--- src/rtl/instr_fetch_unit_if.sv ---
// Fetch-unit bus bundle: instruction-memory request/response and the
// decode-side instruction handshake. The fetch unit uses the master side.
interface instr_fetch_unit_if;
  logic        imem_req_valid;
  logic        imem_req_ready;
  logic [31:0] imem_addr;
  logic        imem_rsp_valid;
  logic [31:0] imem_rdata;
  logic        instr_valid;
  logic [31:0] instr;
  logic [31:0] instr_pc;
  logic        instr_ready;

  modport master (
    output imem_req_valid, imem_addr, instr_valid, instr, instr_pc,
    input  imem_req_ready, imem_rsp_valid, imem_rdata, instr_ready
  );

  modport slave (
    input  imem_req_valid, imem_addr, instr_valid, instr, instr_pc,
    output imem_req_ready, imem_rsp_valid, imem_rdata, instr_ready
  );
endinterface

--- src/rtl/instr_fetch_unit.sv ---
// Instruction fetch unit: owns the PC, issues one word fetch at a time to
// instruction memory and holds the fetched word for decode. Redirects from
// execute replace the PC and discard any stale in-flight fetch.
// Optional macro IFU_MISALIGN_CHK_EN: misaligned redirects raise a sticky
// fault and park the unit in a terminal HALT state.
module instr_fetch_unit #(
  parameter logic [31:0] RESET_PC = 32'h0000_0000
) (
  input  logic                       clk,
  input  logic                       rst_n,
  instr_fetch_unit_if.master         bus,
  input  logic                       redirect_valid,
  input  logic [31:0]                redirect_pc,
  output logic                       fault
);

  typedef enum logic [2:0] {
    S_REQ,
    S_WAIT,
    S_HOLD,
    S_DRAIN
`ifdef IFU_MISALIGN_CHK_EN
    , S_HALT
`endif
  } state_t;

  state_t      state_q, state_d;
  logic [31:0] pc_q, pc_d;
  logic [31:0] instr_q, instr_d;
  logic [31:0] instr_pc_q, instr_pc_d;
  logic        valid_q, valid_d;
  logic        req_q, req_d;
  logic        accept;
  logic        halted;
  logic        misaligned;

`ifdef IFU_MISALIGN_CHK_EN
  logic        fault_q, fault_d;
  assign halted     = (state_q == S_HALT);
  assign misaligned = |redirect_pc[1:0];
  assign fault      = fault_q;
`else
  logic        fault_q, fault_d;
  logic [1:0]  unused_rpc_lo;
  assign unused_rpc_lo = redirect_pc[1:0];
  assign halted     = 1'b0;
  assign misaligned = 1'b0;
  assign fault      = 1'b0;
`endif

  // Request valid is registered so nothing is requested while in reset;
  // it simply tracks "next state is REQ".
  assign accept             = req_q & bus.imem_req_ready;
  assign bus.imem_req_valid = req_q;
  assign bus.imem_addr      = pc_q;
  assign bus.instr_valid    = valid_q;
  assign bus.instr          = instr_q;
  assign bus.instr_pc       = instr_pc_q;

  // State register and datapath registers.
  always_ff @(posedge clk or negedge rst_n) begin
    if (!rst_n) begin
      state_q    <= S_REQ;
      pc_q       <= RESET_PC;
      instr_q    <= '0;
      instr_pc_q <= '0;
      valid_q    <= 1'b0;
      req_q      <= 1'b0;
      fault_q    <= 1'b0;
    end else begin
      state_q    <= state_d;
      pc_q       <= pc_d;
      instr_q    <= instr_d;
      instr_pc_q <= instr_pc_d;
      valid_q    <= valid_d;
      req_q      <= req_d;
      fault_q    <= fault_d;
    end
  end

  // Next-state logic: normal fetch sequencing, then redirect override.
  always_comb begin
    state_d    = state_q;
    pc_d       = pc_q;
    instr_d    = instr_q;
    instr_pc_d = instr_pc_q;
    valid_d    = valid_q;
    fault_d    = fault_q;

    case (state_q)
      S_REQ:   if (accept) state_d = S_WAIT;
      S_WAIT:  if (bus.imem_rsp_valid) begin
                 instr_d    = bus.imem_rdata;
                 instr_pc_d = pc_q;
                 valid_d    = 1'b1;
                 pc_d       = pc_q + 32'd4;
                 state_d    = S_HOLD;
               end
      S_HOLD:  if (bus.instr_ready) begin
                 valid_d = 1'b0;
                 state_d = S_REQ;
               end
      S_DRAIN: if (bus.imem_rsp_valid) state_d = S_REQ;
      default: ;
    endcase

    if (redirect_valid && !halted) begin
      instr_d    = instr_q;
      instr_pc_d = instr_pc_q;
      valid_d    = 1'b0;
      pc_d       = {redirect_pc[31:2], 2'b00};
      case (state_q)
        S_REQ:   state_d = accept ? S_DRAIN : S_REQ;
        S_WAIT:  state_d = bus.imem_rsp_valid ? S_REQ : S_DRAIN;
        S_HOLD:  state_d = S_REQ;
        S_DRAIN: state_d = bus.imem_rsp_valid ? S_REQ : S_DRAIN;
        default: ;
      endcase
`ifdef IFU_MISALIGN_CHK_EN
      if (misaligned) begin
        pc_d    = redirect_pc;
        fault_d = 1'b1;
        state_d = S_HALT;
      end
`endif
    end

    req_d = (state_d == S_REQ);
  end

endmodule

--- src/flat_wrapper.sv ---
// flat-port wrapper written by rule: the top's interface ports become plain ports
module instr_fetch_unit_flat 
#(
  parameter logic [31:0] RESET_PC = 32'h0000_0000
)
  (clk, rst_n, redirect_valid, redirect_pc, fault, bus_imem_req_valid, bus_imem_addr, bus_instr_valid, bus_instr, bus_instr_pc, bus_imem_req_ready, bus_imem_rsp_valid, bus_imem_rdata, bus_instr_ready);
  instr_fetch_unit_if bus_i ();
  input  logic clk;
  input  logic rst_n;
  input  logic redirect_valid;
  input  logic [31:0] redirect_pc;
  output logic fault;
  output wire logic [$bits(bus_i.imem_req_valid)-1:0] bus_imem_req_valid;
  output wire logic [$bits(bus_i.imem_addr)-1:0] bus_imem_addr;
  output wire logic [$bits(bus_i.instr_valid)-1:0] bus_instr_valid;
  output wire logic [$bits(bus_i.instr)-1:0] bus_instr;
  output wire logic [$bits(bus_i.instr_pc)-1:0] bus_instr_pc;
  input wire logic [$bits(bus_i.imem_req_ready)-1:0] bus_imem_req_ready;
  input wire logic [$bits(bus_i.imem_rsp_valid)-1:0] bus_imem_rsp_valid;
  input wire logic [$bits(bus_i.imem_rdata)-1:0] bus_imem_rdata;
  input wire logic [$bits(bus_i.instr_ready)-1:0] bus_instr_ready;
  assign bus_imem_req_valid = bus_i.imem_req_valid;
  assign bus_imem_addr = bus_i.imem_addr;
  assign bus_instr_valid = bus_i.instr_valid;
  assign bus_instr = bus_i.instr;
  assign bus_instr_pc = bus_i.instr_pc;
  assign bus_i.imem_req_ready = bus_imem_req_ready;
  assign bus_i.imem_rsp_valid = bus_imem_rsp_valid;
  assign bus_i.imem_rdata = bus_imem_rdata;
  assign bus_i.instr_ready = bus_instr_ready;
  instr_fetch_unit #(.RESET_PC(RESET_PC)) u_core (.clk(clk), .rst_n(rst_n), .bus(bus_i), .redirect_valid(redirect_valid), .redirect_pc(redirect_pc), .fault(fault));
endmodule
--- config.mk ---
export PLATFORM = sky130hd
export DESIGN_NAME = instr_fetch_unit_flat
export DESIGN_NICKNAME = d
export VERILOG_FILES = /design/src/rtl/instr_fetch_unit_if.sv /design/src/rtl/instr_fetch_unit.sv /design/src/flat_wrapper.sv
export SDC_FILE = /design/constraint.sdc
export NUM_CORES = 1
export LEC_CHECK = 0
export ABC_AREA = 1
export CAP_MARGIN = 20
export CORE_MARGIN = 3
export CORE_UTILIZATION = 49
export DETAILED_ROUTE_END_ITERATION = 6
export PLACE_DENSITY = 0.9
export SYNTH_ARGS = -nofsm -noshare
export SYNTH_HDL_FRONTEND = slang
export SYNTH_SLANG_ARGS = --single-unit
--- constraint.sdc ---
create_clock -name clk -period 4.6 [get_ports clk]
set_clock_uncertainty 0.2 [all_clocks]
set_input_delay 0.92 -clock clk [delete_from_list [all_inputs] [get_ports clk]]
set_output_delay 0.92 -clock clk [all_outputs]
set_load 0.1 [all_outputs]
---- Yosys cells after proc, flatten, opt, wreduce, memory -nomap -nowiden ----
Index checks and enable logic that the tools add are counted.
operators by class
  equal/unequal tests ..................... 5
  bitwise logic cells ..................... 2
  reductions and logical operators ........ 9
  muxes and demuxes ....................... 16
  $add $sub $neg .......................... 1
operators by type and width
  kind                                            count
  two-way mux 32 bit                              3
  adder 32 x 3 -> 32 bit (second input constant)  1
  two-way mux 3 bit                               5
  case mux 3 bit (4 select lines)                 1
  case mux 3 bit (3 select lines)                 1
  == test 3 x 2 -> 1 bit (second input constant)  2
  logical NOT 3 bit                               2
  inequality test 3 bit (second input constant)   2
  AND reduction 3 bit                             2
  two-way mux 2 bit                               2
  nonzero test 2 bit                              2
  == test 3 x 1 -> 1 bit (second input constant)  1
  two-way mux 1 bit                               3
  nonzero test 3 bit                              1
  case mux 1 bit (2 select lines)                 1
  AND reduction 2 bit                             1
  OR reduction 2 bit                              1
  AND 1 bit                                       1
  inverter 1 bit                                  1
word-level totals
  bits in registers ....................... 101

---- Logic depth before layout (Yosys ltp) ----
Gate-level depths: netlist (run 1).
  depth after elaboration ................. 6
  mapped depth ............................ 10
  gate-level depth less buffers ........... 10

---- Worst setup path before layout (run 1) ----
Ideal clock, no wire load.
  path type ............................... reg-to-reg
  start point ............................. register u_core.pc_q[3] (netlist: u_core.bus.imem_addr[3])
  end point ............................... register u_core.pc_q[22] (netlist: u_core.bus.imem_addr[22])
  stages on the path, launching flop included .. 11
  setup slack ............................. 2.198 ns
  clock period less this slack ............ 2.402 ns
  data required time ...................... 4.283 ns
  arrival time ............................ 2.085 ns
  library setup time ...................... 0.117 ns
  cell sequence ........................... dfrtp_1 > ha_1 > nand2_2 > nor2_4 > nand2_4 > nor2_4 > nand3_1 > clkinv_1 > nand2_1 > nand3_1 > nand2_1
between the ends
  word-level cells in the longest chain between the ends .. 4
RTL lines
  what                    line                     text
  from (decl)             instr_fetch_unit.sv:28   logic [31:0] pc_q, pc_d;
  from (signal assigned)  instr_fetch_unit.sv:72   pc_q <= pc_d;
  adder 32 x 3 -> 32 bit  instr_fetch_unit.sv:96   pc_d = pc_q + 32'd4;
  two-way mux 32 bit      instr_fetch_unit.sv:92   S_WAIT: if (bus.imem_rsp_valid) begin
  two-way mux 32 bit      instr_fetch_unit.sv:90   case (state_q)
  two-way mux 32 bit      instr_fetch_unit.sv:107  if (redirect_valid && !halted) begin
No other way between the ends. The select of a mux whose other input is x is not followed.
A chain may end at the register's enable or synchronous reset.

---- Final worst setup path (run 1) ----
  start point ............................. register u_core.pc_q[10] (netlist: u_core.bus.imem_addr[10])
  end point ............................... output bus_imem_addr[10]
RTL lines
  what       line                text
  to (decl)  flat_wrapper.sv:14  output wire logic [$bits(bus_i.imem_addr)-1:0] bus_imem_addr;
No word-level cell between the ends.

==> results of run 1 <==
layout by cell type, fill, tap and decap left out, types with 3 or more instances in the layout:
cell type / n
a21oi_1: 6
inv_1: 39
conb_1: 5
clkbuf_8: 9
inv_2: 4
nand4_1: 3
nor2_1: 64
clkdlybuf4s50_1: 160
nor2_2: 7
nor2_4: 8
o21ai_0: 38
nor3_1: 3
buf_4: 5
bufinv_16: 4
inv_6: 3
nand2_2: 8
nand3_1: 42
o211ai_1: 4
dfrtp_1: 97
xor2_1: 4
nand2_1: 266
stage by stage:
| stage | setup WS (ns) | cell area [um2] | hold WS (ns) |
|---|---|---|---|
| 4_1_cts | 1.344 | 6768 | 0.2818 |
| 3_5_place_dp | 1.291 | 6506 | 0.2586 |
| 5_1_grt | 1.301 | 6768 | 0.3134 |
| 2_1_floorplan | 2.198 | 4887 | 0.3053 |
| 6_report | 1.342 | 6768 | 0.2753 |
| 3_3_place_gp | 1.364 | 6506 | 0.2472 |
sequential cells by signal (all words and copies together) (netlist names):
signal	flops
u_core.bus.imem_addr	30
u_core.bus.instr_valid	1
u_core.bus.imem_req_valid	1
u_core.bus.instr	32
u_core.bus.instr_pc	30
u_core.state_q	3
cell families after synthesis:
kind of cell	Yosys count	synth area share
AND/OR/NAND/NOR	408	0.3567
flip-flops	97	0.4982
buffers and inverters	73	0.07293
AO/OA/AOI/OAI	55	0.06163
XOR/XNOR	4	0.007190
adder cells (fa/ha/maj)	1	0.002568
other	1	0.0007697
area by class of cell:
cell class / count / area (um2) / share of cell area
tap: 129 / 161.4 / 0.02385
clock inverter: 6 / 137.6 / 0.02034
multi-input combinational: 473 / 2105 / 0.3110
timing repair buffer: 165 / 1639 / 0.2422
clock buffer: 9 / 123.9 / 0.01830
inverter: 45 / 173.9 / 0.02570
sequential: 97 / 2427 / 0.3587
layer usage:
metal	share of wire	GRT usage	vias to the layer above
li1	-	-	2293
met1	0.42	0.3532	2241
met2	0.49	0.4308	265
met3	0.078	0.04899	19
met4	0.014	0.07216	0
met5	0	0	-
cells in the mapped netlist, types with 4 or more instances:
master      n
a21oi_1     6
buf_2       7
buf_4      12
clkbuf_1    5
dfrtp_1    97
inv_1      39
inv_2       4
nand2_1   266
nand2_2     8
nand3_1    42
nor2_1     64
nor2_2      7
nor2_4      8
o211ai_1    4
o21ai_0    38
xor2_1      4
worst max path at each step:
stage / to / slack (ns) / cells after the start
finish: bus_imem_addr[10] / 1.34 / 1
global route: bus_imem_addr[10] / 1.30 / 1
CTS: bus_imem_addr[10] / 1.34 / 1
detailed placement: u_core.bus.instr[6] / 1.29 / 8
global placement: u_core.bus.instr_pc[13] / 1.36 / 8
floorplan: u_core.bus.imem_addr[22] / 2.20 / 10
==> results.md, run 1 <==
- Post-synth EDFFs: 0
- Synthesized area per cell: roughly 7.6 um2
- Final Max Slew Viols: 0
- Setup crit end kind: primary output
- Crit-path cells: clkdlybuf4s50_1
- DRC errors left: 0
- Critical-path top delay cell: clkdlybuf4s50_1
- CP Max Fanout: 8
- Netlist cell types: 35
- Final hold vios: 0
- Rows: 35
- Reg-to-reg slack, setup: ~2.4 ns
- Worst Setup SP: u_core.bus.imem_addr[10]
- Ys flop type: dfrtp_1
- Initial DRC Count: about 460
- CTS Buf Count: 9
- Vias per cell: 5.214
- Final Util: 0.7155
- Syn. warnings: 0
- Area Growth Syn to Fin: 38.91%
- Post-Route WL: between 10000 and 15000 um
- Root buf cell: clkbuf_8
- Port Buf Inserts: about 160
- Hpwl dp: 10450 um
- Die ar.: 11180 um2
- Worst setup SP type: register
- Minimum clock period: 3.258 ns
- Min-Delay Path Depth: 2
- Post-route insts no fill: between 900 and 1000
- CP Class: register to primary output
- GPL Wtd Cong: approximately 0.95
- Hold-critical path endpoint: u_core.bus.instr[24]
- Largest net degree at the start of global routing: 68
- Core area: approximately 9500 um2
- Postcts setup bufs: 0
- Drt pass-1 iters: 5
- Inst Count DP: 909
- R2r endpoint: u_core.bus.instr[2]
- H-tree depth: 3
- Starting Density: 0.5151
- Yosys reg bits: 97
- Die Y: between 100 and 150 um
- Largest area contributor in the netlist: dfrtp_1
- Initial antenna violation count: 0
- Max-cap violations: 0
- Die Width: 105.7 um
- Routed length per instance: around 16 um
- Slew headroom: 0.3183
- DR vias: between 4000 and 5000
- Max clock buf depth: 2
- Clk pin slew, worst setup/hold paths: approximately 0.1 ns
- Filler Cells Inserted: 733
- Setup TNS: 0 ns
- WP data required: 3.48 ns
- Fin crit share: 0.7083
- Hold Crit Class: register to register
- Ports: 169
- Layout cells sized above 1: 0.06667
- R2r startpoint: u_core.state_q[2]
- Fmax: between 300 and 400 MHz
- Global Route Usage Sum: 0.2608
- Final #Nets: around 860
- Clock sink count: 97
- Number of global-route vias before repair: approximately 4600
- Measured slew at the worst slew-check pin: about 1 ns
- Min-delay src: u_core.bus.instr[24]
- Seq/Total Area, Yosys: 0.4982
- Diodes inserted: 0
- RSZ-0062 raised after global routing: false
- First-pass GRT wire length: 23540 um
- Slowest stage delay, CP: 1.22 ns
- Worst Reg2Reg Path Length in Cells: 7
- Synth async-reset ratio: 1.000
- Antenna viol nets, final: 0
- Hold-fix buffer count after cts: 0
- Syn Std Cell Area: 4872 um2
- Run status: finished, final reports clean
- Cells after Synth: approximately 640
- CP Buf/Inv Count: 1
- # setup viols final: 0
- Area fraction of the dominant cell type after synthesis: 0.4982
- CTS resizes: 0
- CP top delay family: buffers and inverters
- Worst-Skew Late Latency: between 0.3 and 0.4 ns
- CTS tree: done
- Gr ovfl total: 0
- Worst EP arrival: about 2.1 ns
- Top cells by area, synth: dfrtp_1 50%, nand2_1 20%, nor2_1 4.9%, nand3_1 4.3%, o21ai_0 3.9%
Power of run 1 is not shown: default switching activity piles up to over one toggle a cycle in this logic, so the estimate is an artifact.
==> run 2: changes to the inputs <==
--- a/config.mk
+++ b/config.mk
@@ -8,9 +8,9 @@
 export ABC_AREA = 1
 export CAP_MARGIN = 20
 export CORE_MARGIN = 3
-export CORE_UTILIZATION = 49
+export CORE_UTILIZATION = 41
 export DETAILED_ROUTE_END_ITERATION = 6
-export PLACE_DENSITY = 0.9
+export PLACE_DENSITY = 0.81
 export SYNTH_ARGS = -nofsm -noshare
 export SYNTH_HDL_FRONTEND = slang
 export SYNTH_SLANG_ARGS = --single-unit
==> constraint.sdc (replaced) <==
create_clock -name clk -period 2.91 [get_ports clk]
set_clock_uncertainty 0.2 [all_clocks]
set_input_delay 0.582 -clock clk [delete_from_list [all_inputs] [get_ports clk]]
set_output_delay 0.582 -clock clk [all_outputs]
set_load 0.1 [all_outputs]
==> run 2 against run 1 <==
Effect of this change:
- count of clock-buffer cells in the layout increased by 4
- final cell count increased by 2.1%
- core utilization decreased by 14 points
- die area increased by 18%
- global-route usage decreased by 4.8 points
- highest routed layer unchanged
==> results.md, run 2 (synthesis gave the netlist of run 1 again) <==
- Number of flip-flops in the largest register: 32 (unchanged)
- Hold Crit Class: primary input to asynchronous set/reset pin
- Initial DRC Count: 358 (-22%)
- Setup TNS: 0 ns (unchanged)
- Root buf cell: clkbuf_16
- Crit path depth: 11 (+10)
- Port Buf Inserts: 161 (unchanged)
- CP top delay family: buffers and inverters
- Worst Reg2Reg Path Length in Cells: 10 (+3)
- Met3 WL: 1138 um (+1.3%)
- Worst setup SP type: primary input
- Most common cell after layout, fill and taps aside: nand2_1
- CTS Buf Count: 9 (unchanged)
- CTS resizes: 0 (unchanged)
- Critical-path top delay cell: clkdlybuf4s50_1
- Hpwl dp: 10380 um (-0.65%)
- Reg-to-reg slack, setup: 0.93 ns (-1.42 ns)
- Starting Density: 0.4231 (-0.09200)
- # setup viols final: 0 (unchanged)
- Met1 Wirelength: 6249 um (+2.6%)
- Drt pass-1 iters: 5 (unchanged)
- Crit-path cells: clkdlybuf4s50_1 -> inv_6 -> nand2_2 -> nor2_4 -> buf_12 -> nand2_1 -> nor2_1 -> nand3_1 -> nand2_1 -> nand2_1 -> nand2_1
- Worst-Skew Late Latency: 0.35 ns (about the same)
- Final Max Slew Viols: 0 (unchanged)
- Most frequent CP cell: nand2_1
- Clk pin slew, worst setup/hold paths: 0.07 ns (-0.03 ns)
- Run status: finished, final reports clean
- Antenna viol nets, final: 0 (unchanged)
- Reg area: 2427 um2 (unchanged)
- Fin crit share: 0.7316
- Clock sink count: 97 (unchanged)
- DR vias: 4665 (-3.2%)
- Largest net degree at the start of global routing: 61 (-10%)
- Max clock buf depth: 2 (unchanged)
- Minimum clock period: about 2.1 ns
- Met2 WL: 6481 um (-7.7%)
- CP Buf/Inv Count: 3 (+2)
- CTS tree: done
- Die Width: 115.0 um (+8.8%)
- Global Route Usage Sum: 0.2133 (-0.04754)
- RSZ-0062 raised after global routing: false
- R2r startpoint: u_core.bus.imem_addr[2]
- Area Growth Syn to Fin: 35.59%
- DR top layer: met4
- Slowest stage delay, CP: 0.49 ns (-0.73 ns)
- CP Max Fanout: 57 (+49)
- WP data required: 3.01 ns (-0.47 ns)
- Fmax: between 400 and 500 MHz
- Slew headroom: 0.4825 (+0.1642)
- Vias per cell: 4.947 (-5.1%)
- DRC errors left: 0 (unchanged)
- Ports: 169 (unchanged)
- Postcts setup bufs: 0 (unchanged)
- Initial antenna violation count: 0 (unchanged)
- Core area: 11520 um2 (+22%)
- Measured slew at the worst slew-check pin: 0.7763 ns (-0.2431 ns)
- Worst EP arrival: 2.23 ns (+0.09 ns)
- Number of global-route vias before repair: 4451 (-3.9%)
- Worst Setup SP: redirect_valid
- CP Class: primary input to register
- Final hold vios: 0 (unchanged)
- Gr ovfl total: 0 (unchanged)
- R2r endpoint: u_core.bus.imem_addr[26]
- Filler Cells Inserted: 1056 (+44%)
- H-tree depth: 3 (unchanged)
- Setup crit end kind: register
- Routed length per instance: 15.03 um (-3.7%)
- Final #Nets: 866 (+0.46%)
- Critical Path End: u_core.bus.imem_addr[25]
- Rows: 39 (+11%)
- Max-cap violations: 0 (unchanged)
- Die Y: 115.0 um (+8.8%)
- Post-Route WL: 14180 um (-1.8%)
- First-pass GRT wire length: 22130 um (-6.0%)
- GPL Wtd Cong: 0.9069 (-4.8%)
- Commonest cells after routing, fill and taps aside: 266 x nand2_1, 102 x buf_4, 97 x dfrtp_1
- Diodes inserted: 0 (unchanged)
- Multi-input gate area: 2105 um2 (unchanged)
- Hold-fix buffer count after cts: 0 (unchanged)
- Die ar.: 13230 um2 (+18%)
- Layout cells sized above 1: 0.1875 (+0.1208)
## run 2: cell count changes in the layout (fill, tap and decap cells not counted)
cell             before  now
buf_4                 5  102
clkdlybuf4s50_1     160   66
clkbuf_16             0    9
clkbuf_8              9    2
bufinv_16             4    0
clkinv_2              0    3
clkbuf_1              0    2
inv_6                 3    1
buf_12                0    1
## run 2: how the worst min path moves through the flow
stage	from	end	slack (ns)	cells past startpoint
2_1_floorplan	rst_n	u_core.bus.imem_addr[10]	0.09	0
3_3_place_gp	u_core.bus.instr[6]	u_core.bus.instr[6]	0.25	2
3_5_place_dp	u_core.bus.instr[7]	u_core.bus.instr[7]	0.26	2
4_1_cts	rst_n	u_core.bus.instr[14]	0.14	1
5_1_grt	rst_n	u_core.bus.instr[15]	0.17	1
6_report	rst_n	u_core.bus.instr[21]	0.11	1
## run 2: layer usage
metal	vias to the layer above	track usage
li1	2305	-
met1	2139	0.2875
met2	199	0.3360
met3	22	0.04632
met4	0	0.08451
met5	-	0
## run 2: cell type report
| cell class | count | share of cell area |
|---|---|---|
| Tap cell | 143 | 0.02708 |
| Multi-Input combinational cell | 473 | 0.3186 |
| Clock inverter | 3 | 0.002273 |
| Timing Repair Buffer | 169 | 0.2189 |
| Clock buffer | 13 | 0.03939 |
| Inverter | 45 | 0.02633 |
| Sequential cell | 97 | 0.3674 |
## run 2: per-stage QoR
step | util | instances | hold slack [ns] | instance area (um2) | setup slack (ns)
finish | 0.5737 | 943 | 0.1088 | 6606 | 0.7810
global route | 0.5737 | 943 | 0.1741 | 6606 | 0.6010
CTS | 0.5737 | 943 | 0.1363 | 6606 | 0.7838
detailed placement | 0.5498 | 927 | 0.2597 | 6331 | 0.4151
global placement | 0.5498 | 927 | 0.2545 | 6331 | 0.4377
floorplan | - | 643 | 0.08641 | 4887 | 0.5078
## run 2: worst reg2reg max path: cells and delay by family (launching register included)
| family | cells | cell delay [ns] |
|---|---|---|
| buf+inv | 1 | 0.11 |
| simple gates | 8 | 0.80 |
| fa+ha+maj | 1 | 0.25 |
| flops | 1 | 0.50 |
Power of run 2 is left out for the same reason.
==> run 3: changes to the inputs <==
==> constraint.sdc (replaced) <==
create_clock -name clk -period 1.8 [get_ports clk]
set_clock_uncertainty 0.2 [all_clocks]
set_input_delay 0.36 -clock clk [delete_from_list [all_inputs] [get_ports clk]]
set_output_delay 0.36 -clock clk [all_outputs]
set_load 0.1 [all_outputs]
==> run 3 against run 2 <==
Effect of this change:
- critical path depth is 9 lower
- sequential share of layout area shrank 6.5 points
- global-route usage increased by 1.8 points
- flip-flop and latch count is the same
- setup slack got worse by 0.72 ns
- count of clock-buffer cells in the layout shrank 1
- worst hold slack better by 0.21 ns
- core utilization rose by 15 points
- wire length grew 8.5%
- cell area is 26% higher
- first-iteration DRC count increased by 35%
==> results.md, run 3 (synthesis gave the netlist of run 1 again) <==
- Layout cells sized above 1: 0.2629 (+0.07541)
- DRC errors left: 0 (unchanged)
- Worst EP arrival: 1.18 ns (-1.05 ns)
- Final hold vios: 0 (unchanged)
- Global Route Usage Sum: 0.2311 (+0.01787)
- Routed length per instance: 15.75 um (+4.8%)
- Number of flip-flops in the largest register: 32 (unchanged)
- Filler Cells Inserted: 835 (-21%)
- Die Y: 115.0 um (unchanged)
- CTS tree: done
- GR peak layer: met2
- WP data required: 1.24 ns (-1.77 ns)
- Reg area: 2511 um2 (+3.5%)
- Worst setup SP type: register
- Clock sink count: 97 (unchanged)
- Worst-Skew Late Latency: 0.33 ns (-0.02 ns)
- Die Width: 115.0 um (unchanged)
- Met2 Resource Use GR: 0.3900 (+0.05401)
- Hold slack: 0.3143 ns (+0.2055 ns)
- Diodes inserted: 0 (unchanged)
- Drt pass-1 iters: 6 (+1)
- Multi-input gate area: 2142 um2 (+1.8%)
- Sw Share: 0.5352
- Ports: 169 (unchanged)
- Max clock buf depth: 2 (unchanged)
- R2r endpoint: u_core.bus.imem_addr[23]
- Core area: 11520 um2 (unchanged)
- Sequential power share: 0.236
- Final Max Slew Viols: 0 (unchanged)
- Rows: 39 (unchanged)
- H-tree depth: 3 (unchanged)
- Clock power frac: 0.114
- CP Class: register to primary output
- Hold Crit Class: primary input to asynchronous set/reset pin
- Die ar.: 13230 um2 (unchanged)
- Gr ovfl total: 0 (unchanged)
- # setup viols final: 0 (unchanged)
- Initial antenna violation count: 0 (unchanged)
- DR vias: 5030 (+7.8%)
- Setup crit end kind: primary output
- Largest net degree at the start of global routing: 38 (-38%)
- Port Buf Inserts: 161 (unchanged)
- Met3 Use GR: 0.04105 (-0.005263)
- Fmax: 574.7 MHz
- Final #Nets: 899 (+3.8%)
- Area Growth Syn to Fin: 70.42%
- Internal power: 8.024 mW
- R2r startpoint: u_core.bus.imem_addr[11]
- Root buf cell: clkbuf_16
- Hpwl dp: 11750 um (+13%)
- Peak supply drop: about 1.2 mV
- Run status: finished, final reports clean
- Fin crit share: 0.9667
- Starting Density: 0.4231 (unchanged)
- Switching pwr: 9.238 mW
- CTS Buf Count: 9 (unchanged)
- RSZ-0062 raised after global routing: true
- PD cells: about 2100 nW/um2
- Commonest cells after routing, fill and taps aside: 265 x nand2_1, 104 x buf_12, 68 x dfrtp_1
- Minimum clock period: ~1.7 ns
- Antenna viol nets, final: 0 (unchanged)
- Final Util: 0.7210 (+0.1473)
- Max-cap violations: 0 (unchanged)
- Clk pin slew, worst setup/hold paths: 0.07 ns (about the same)
- Pleak: 3.823 nW
- Reg-to-reg slack, setup: 0.06 ns (-0.87 ns)
- Number of global-route vias before repair: 4922 (+11%)
- Most common cell after layout, fill and taps aside: nand2_1
- CP Max Fanout: 6 (-89%)
- Routing usage on met1: 0.2929 (+0.005459)
- GPL Wtd Cong: 0.8730 (-3.7%)
- First-pass GRT wire length: 24050 um (+8.7%)
- Comb pwr share: 0.649
- Vias per cell: 5.154 (+4.2%)
- Initial DRC Count: 484 (+35%)
- Worst Reg2Reg Path Length in Cells: 9 (-1)
- Post-Route WL: 15370 um (+8.5%)
==> run 3: cell types whose count changed in the layout (fill, tap and decap cells not counted), sizes merged <==
cell,previous run,this run
buf,103,135
bufinv,0,1
clkbuf,13,12
clkinv,4,3
clkinvlp,0,1
dlygate4sd3,0,1
==> run 3: how the worst max path moves through the flow <==
stage / cells after the start / startpoint / to
after floorplan: 9 / u_core.bus.imem_addr[9] / u_core.bus.imem_addr[28]
after global placement: 9 / redirect_valid / u_core.bus.instr_pc[10]
after detailed placement: 9 / redirect_valid / u_core.bus.instr[7]
after CTS: 9 / u_core.bus.imem_addr[15] / u_core.bus.imem_addr[31]
after global routing: 9 / u_core.bus.imem_addr[11] / u_core.bus.imem_addr[19]
final: 2 / u_core.bus.imem_addr[10] / bus_imem_addr[10]
==> run 3: worst max-delay path, stage by stage, from the launching register on <==
cell	delay, ns
dfrtp_4	0.49
buf_4	0.18
buf_12	0.17
==> run 3: power by group through the flow <==
stage | logic (mW) | registers (mW) | clock network [mW]
5_1_grt | 11.6 | 4.19 | 2.09
6_report | 11.2 | 4.08 | 1.97
3_3_place_gp | 11.1 | 4.10 | 0
4_1_cts | 11.2 | 4.09 | 2.00
2_1_floorplan | 1.18 | 9.45 | 0
3_5_place_dp | 11.2 | 4.12 | 0
==> run 3: through the flow <==
| stage | TNS, ns | area [um2] | setup WS, ns | cells | power, mW |
|---|---|---|---|---|---|
| finish | 0 | 8303 | 0.05993 | 976 | 17.26 |
| global route | -0.1111 | 8303 | -0.03783 | 976 | 17.84 |
| CTS | 0 | 8242 | 0.01269 | 971 | 17.32 |
| detailed placement | -14.50 | 7924 | -0.2350 | 954 | 15.32 |
| global placement | -11.75 | 7924 | -0.1951 | 954 | 15.17 |
| floorplan | -0.1676 | 4992 | -0.05021 | 643 | 10.63 |
==> run 3: what timing repair did <==
action | 4_1_cts | 5_1_grt
hold buffers | 1 | 0
hold endpoints to repair | 26 | 0
buffers inserted | 0 | 5
resized for setup | 0 | 11
setup endpoints to repair | 0 | 32
==> run 3: cell type report <==
type | count | share of cell area
multi-input combinational | 473 | 0.2580
inverter | 45 | 0.02095
timing repair buffer | 202 | 0.3600
clock buffer | 12 | 0.03089
sequential | 97 | 0.3024
clock inverter | 4 | 0.006178
tap | 143 | 0.02155
==> run 3: routing by layer <==
| layer | routed length, um | up-vias | share of wire |
|---|---|---|---|
| met4 | 426 | 0 | 0.028 |
| met3 | 1269 | 46 | 0.083 |
| met2 | 7498 | 252 | 0.49 |
| li1 | - | 2374 | - |
| met1 | 6181 | 2358 | 0.40 |
| met5 | 0 | - | 0 |
(Power assumes the default switching activity.)
